<file path="config.mk">
export PLATFORM = sky130hd
export DESIGN_NAME = aes_round_sequencer
export DESIGN_NICKNAME = d
export VERILOG_FILES = /design/src/rtl/aes_round_sequencer.sv
export SDC_FILE = /design/constraint.sdc
export NUM_CORES = 1
export LEC_CHECK = 0
export CORE_MARGIN = 5
export CORE_UTILIZATION = 49
export DETAILED_ROUTE_END_ITERATION = 10
export MAX_ROUTING_LAYER = met4
export PLACE_DENSITY = 0.83
export SLEW_MARGIN = 20
export SYNTH_ARGS = -nofsm -noshare
export SYNTH_HDL_FRONTEND = slang
export SYNTH_SLANG_ARGS = --single-unit
</file>
<file path="constraint.sdc">
create_clock -name i_clk -period 2.8 [get_ports i_clk]
set_input_delay 0.42 -clock i_clk [delete_from_list [all_inputs] [get_ports i_clk]]
set_output_delay 0.42 -clock i_clk [all_outputs]
set_load 0.05 [all_outputs]
</file>
<file path="src/rtl/aes_round_sequencer.sv">
// Control FSM for an iterative one-round-per-cycle AES datapath: key-size decode, round
// counting, round-key select and registered per-round enables. Decrypt option: AES_DECRYPT_EN.
module aes_round_sequencer #(
    parameter int unsigned RK_W   = 4,
    parameter int unsigned NR_128 = 10,
    parameter int unsigned NR_192 = 12,
    parameter int unsigned NR_256 = 14
) (
    input  logic            i_clk,
    input  logic            i_rst,
    input  logic            i_start,
    input  logic [1:0]      i_key_size,
    input  logic            i_abort,
`ifdef AES_DECRYPT_EN
    input  logic            i_dir,
    output logic            o_inv,
`endif
    output logic            o_busy,
    output logic [RK_W-1:0] o_round_idx,
    output logic [RK_W-1:0] o_rk_sel,
    output logic            o_load_state,
    output logic            o_sub_shift,
    output logic            o_mix_en,
    output logic            o_last_round,
    output logic            o_done,
    output logic            o_out_valid,
    output logic            o_err,
    output logic [RK_W-1:0] o_nr
);

    typedef enum logic [2:0] {StIdle, StInit, StRound, StFinal, StDone} state_e;

    state_e          r_state;
    logic [RK_W-1:0] r_round_idx, r_rk_sel, r_nr;
    logic            r_busy, r_load_state, r_sub_shift, r_mix_en, r_last_round;
    logic            r_done, r_out_valid, r_err, r_inv;

    logic [RK_W-1:0] w_nr_dec;
    logic            w_key_ok;
    logic            w_dir;
    logic [RK_W-1:0] w_idx_next;
    logic [RK_W-1:0] w_rk_next;
    logic [RK_W-1:0] w_rk_final;
    logic [RK_W-1:0] w_rk_init;

`ifdef AES_DECRYPT_EN
    assign w_dir = i_dir;
    assign o_inv = r_inv;
`else
    assign w_dir = 1'b0;
`endif

    always_comb begin
        w_key_ok = 1'b1;
        unique case (i_key_size)
            2'b00:   w_nr_dec = RK_W'(NR_128);
            2'b01:   w_nr_dec = RK_W'(NR_192);
            2'b10:   w_nr_dec = RK_W'(NR_256);
            default: begin
                w_nr_dec = '0;
                w_key_ok = 1'b0;
            end
        endcase
    end

    // Decrypt walks the schedule backwards: rk_sel = nr - round_idx.
    always_comb begin
        w_idx_next = r_round_idx + RK_W'(1);
        w_rk_next  = r_inv ? (r_nr - w_idx_next) : w_idx_next;
        w_rk_final = r_inv ? '0 : r_nr;
        w_rk_init  = w_dir ? w_nr_dec : '0;
    end

    always_ff @(posedge i_clk) begin
        if (i_rst) begin
            r_state      <= StIdle;
            r_round_idx  <= '0;
            r_rk_sel     <= '0;
            r_nr         <= '0;
            r_busy       <= 1'b0;
            r_load_state <= 1'b0;
            r_sub_shift  <= 1'b0;
            r_mix_en     <= 1'b0;
            r_last_round <= 1'b0;
            r_done       <= 1'b0;
            r_out_valid  <= 1'b0;
            r_err        <= 1'b0;
            r_inv        <= 1'b0;
        end else begin
            r_done <= 1'b0;
            r_err  <= 1'b0;
            if (i_abort && (r_state == StInit || r_state == StRound || r_state == StFinal)) begin
                r_state      <= StIdle;
                r_round_idx  <= '0;
                r_rk_sel     <= '0;
                r_busy       <= 1'b0;
                r_load_state <= 1'b0;
                r_sub_shift  <= 1'b0;
                r_mix_en     <= 1'b0;
                r_last_round <= 1'b0;
                r_out_valid  <= 1'b0;
            end else begin
                unique case (r_state)
                    StIdle: begin
                        // Abort in IDLE drops a coincident start.
                        if (i_start && !i_abort) begin
                            if (w_key_ok) begin
                                r_state      <= StInit;
                                r_nr         <= w_nr_dec;
                                r_inv        <= w_dir;
                                r_round_idx  <= '0;
                                r_rk_sel     <= w_rk_init;
                                r_busy       <= 1'b1;
                                r_load_state <= 1'b1;
                                r_out_valid  <= 1'b0;
                            end else begin
                                r_err <= 1'b1;
                            end
                        end
                    end
                    StInit: begin
                        r_state      <= StRound;
                        r_round_idx  <= w_idx_next;
                        r_rk_sel     <= w_rk_next;
                        r_load_state <= 1'b0;
                        r_sub_shift  <= 1'b1;
                        r_mix_en     <= 1'b1;
                    end
                    StRound: begin
                        if (r_round_idx == r_nr - RK_W'(1)) begin
                            r_state      <= StFinal;
                            r_round_idx  <= r_nr;
                            r_rk_sel     <= w_rk_final;
                            r_mix_en     <= 1'b0;
                            r_last_round <= 1'b1;
                        end else begin
                            r_round_idx <= w_idx_next;
                            r_rk_sel    <= w_rk_next;
                        end
                    end
                    StFinal: begin
                        r_state      <= StDone;
                        r_busy       <= 1'b0;
                        r_sub_shift  <= 1'b0;
                        r_last_round <= 1'b0;
                        r_done       <= 1'b1;
                        r_out_valid  <= 1'b1;
                    end
                    StDone: begin
                        r_state <= StIdle;
                    end
                    default: r_state <= StIdle;
                endcase
            end
        end
    end

    assign o_busy       = r_busy;
    assign o_round_idx  = r_round_idx;
    assign o_rk_sel     = r_rk_sel;
    assign o_load_state = r_load_state;
    assign o_sub_shift  = r_sub_shift;
    assign o_mix_en     = r_mix_en;
    assign o_last_round = r_last_round;
    assign o_done       = r_done;
    assign o_out_valid  = r_out_valid;
    assign o_err        = r_err;
    assign o_nr         = r_nr;

endmodule

</file>
==> results.toml <==
[power]
p_per_area_nw_per_um2 = 465
p_leak_nw = 0.450
ir_worst_vdd_mv = 0.380

[timing]
fin_crit_sh_pct = 73.6
setup_violations = 0
fin_crit_ns = 2.06
fmax_ghz = 0.485
skew_ns = 0.0126
fin_setup_tns_ns = 0
relSlewSlack_pct = 66.2
drv_slew = 0
worst_pin_slew_ns = 0.505
rsz0062_at_grt = "false"
hold_viol = 0

[yosys]
ys.flop_type = "dfxtp_1"
yosysWarnings = 0
synth_cell_types = 35
ys_seq_elements = 18
ys_seq_area_share_pct = 39.6
avgSynthCellArea_sq_um = 8.84
synthCells = 103
syn_area_sq_um = 911
syn_nets = 115
synthArstFlopShare_pct = 0
synth_edf_count = 0

[critical_path]
critical-path-slowest-cell = "clkdlybuf4s50_1"
cp_max_fo = 6
cp-end-kind = "output pin"
critical_path.max_stage_delay_ns = 0.86
worstSetupPathType = "reg -> out"
worstSetupPathDepth = 1
critPathArrivalTime_ns = 1.64
worstPathCellList = "clkdlybuf4s50_1"
reg2reg_depth = 7
cp_data_required_time_ns = 2.38
setup.worst_path.start_class = "register"
path_delay_family = "buffers and inverters"
path_buf_inv = 1

[detailed_routing]
vias = 773
drc = 0
drtAntennaViolNets = 0
avgRoutedWirePerCell_um = 12.6
drt_wl_total_um = 1880
drtPass1Iterations = 3
drtIter0Drc = 11
viasPerCell = 5.19

[clocking]
clk_latency_ns = 0.31
h-tree-depth = 1
cts_num_sinks = 18
ctsHoldBuffers = 0
postCtsSetupBuffers = 0
ctsResizeCount = 0
root_buffer = "clkbuf_4"
clkTransAtPathRegs_ns = 0.12
numCtsBuffers = 3
cts_tree = "yes"
cts_buffer_depth = 2

[outcome]
run_status = "completed"

[hold_path]
hold_path_depth = 2
hold_path_class = "reg -> reg"

[place]
io_buffers = 24
detailed_place_hpwl_um = 1380
place_inst = 145
gp_congestion = 0.857
postPlaceCellArea_sq_um = 1140

[layout]
postLayoutCellArea_sq_um = 1170
fillers = 155
final_nets = 137
final_layout_size_suffix_gt1_share_pct = 8.06
fin_cells = 149
diodes = 0
area_growth_pct = 28.8

[global_routing]
grt_overflow = 0
grt_antenna_before_repair = 0
grt_pass1_wl_um = 3090
grt_pass1_vias = 729
grt_max_degree = 18
grt_usage_pct = 15.6

[die]
die_x_um = 53.1
core_area_sq_um = 1750
start_util_pct = 52.2
fp-row-count = 15
die_area_sq_um = 2820
dieHeight_um = 53.1
ios = 26

[run]
drv_cap = 0
-- synthesized netlist by cell type (2+ instances only) --
| cell | count | share of area, % |
|---|---|---|
| dfxtp_1 | 18 | 40 |
| nor2_1 | 12 | 4.9 |
| a21oi_1 | 9 | 4.9 |
| inv_1 | 8 | 3.3 |
| ha_1 | 6 | 8.2 |
| nand2_1 | 6 | 2.5 |
| buf_4 | 5 | 4.1 |
| nor2b_1 | 4 | 2.7 |
| a211oi_1 | 2 | 1.6 |
| a221o_1 | 2 | 2.2 |
| nand2b_1 | 2 | 1.4 |
| nand3_1 | 2 | 1.1 |
| nor3_1 | 2 | 1.1 |
| nor4_1 | 2 | 1.4 |
| o21ai_0 | 2 | 1.1 |
| xor2_1 | 2 | 1.9 |
-- area by class of cell --
| type | count | area [sq um] | share of cell area (%) |
|---|---|---|---|
| timing repair buffer | 24 | 240 | 20.5 |
| multi-input combinational | 70 | 475 | 40.5 |
| tap | 25 | 31.3 | 2.67 |
| sequential | 18 | 360 | 30.7 |
| clock buffer | 4 | 36.3 | 3.09 |
| inverter | 8 | 30.0 | 2.56 |
-- cell families after synthesis --
kind of cell	after synthesis	synth area share [%]
DFF	18	39.6
xor gates and xnor gates	4	5.36
AOI/OAI and AO/OA	19	13.7
adders and majority gates	6	8.24
other	1	0.412
and+or+nand+nor	40	24.5
buffers and inverters	15	8.24
-- routing by layer --
metal	part of all wire [%]	global-route usage, %
met2	47	25.8
met3	6.1	3.38
met1	46	17.9
met5	0	-
met4	0.91	7.66
-- registers in the layout, summed over array words and instances, names as in the netlist --
signal / cells
o_last_round: 1
o_sub_shift: 1
o_mix_en: 1
r_state: 3
o_busy: 1
o_load_state: 1
o_out_valid: 1
o_rk_sel: 4
o_done: 1
o_nr: 3
o_err: 1
-- power by group --
group	leakage [nW]	internal [mW]	switching, mW	total (mW)
Combinational	0.283	0.0403	0.0653	0.106
Sequential	0.146	0.265	0.00944	0.274
Clock	0.0210	0.0794	0.0870	0.166
Total	0.450	0.384	0.162	0.546
-- per-stage QoR --
stage | power [mW] | hold WS [ns] | util, % | setup WS, ns
after global routing | 0.572 | 0.496 | 67.2 | 0.664
after CTS | 0.546 | 0.466 | 67.2 | 0.726
after floorplan | 0.354 | 0.489 | - | 0.795
after global placement | 0.384 | 0.443 | 65.2 | 0.664
after detailed placement | 0.385 | 0.448 | 65.2 | 0.605
final | 0.546 | 0.464 | 67.2 | 0.738
-- path summary, 6_finish.rpt --
check / start / end / slack (ns)
hold / removal: o_last_round$_SDFFE_PP0P_ / o_last_round$_SDFFE_PP0P_ / 0.46
setup reg to reg: o_nr[1]$_SDFFE_PP0P_ / o_rk_sel[3]$_SDFFE_PP0P_ / 0.95
hold reg to reg: o_last_round$_SDFFE_PP0P_ / o_last_round$_SDFFE_PP0P_ / 0.46
setup / recovery: o_rk_sel[2]$_SDFFE_PP0P_ / o_rk_sel[2] / 0.74
-- cell usage in the layout, fill, tap and decap left out, types with 2 or more instances in the layout --
| cell type | count |
|---|---|
| nand2_1 | 6 |
| clkdlybuf4s50_1 | 24 |
| a211oi_1 | 2 |
| clkbuf_4 | 3 |
| a21oi_1 | 9 |
| nor3_1 | 2 |
| nor2b_1 | 4 |
| nand2b_1 | 2 |
| ha_1 | 6 |
| nand3_1 | 2 |
| a221o_1 | 2 |
| xor2_1 | 2 |
| dfxtp_1 | 18 |
| inv_1 | 8 |
| o21ai_0 | 2 |
| nor4_1 | 2 |
| nor2_1 | 12 |
No activity file was read; power rests on OpenSTA's default activity.
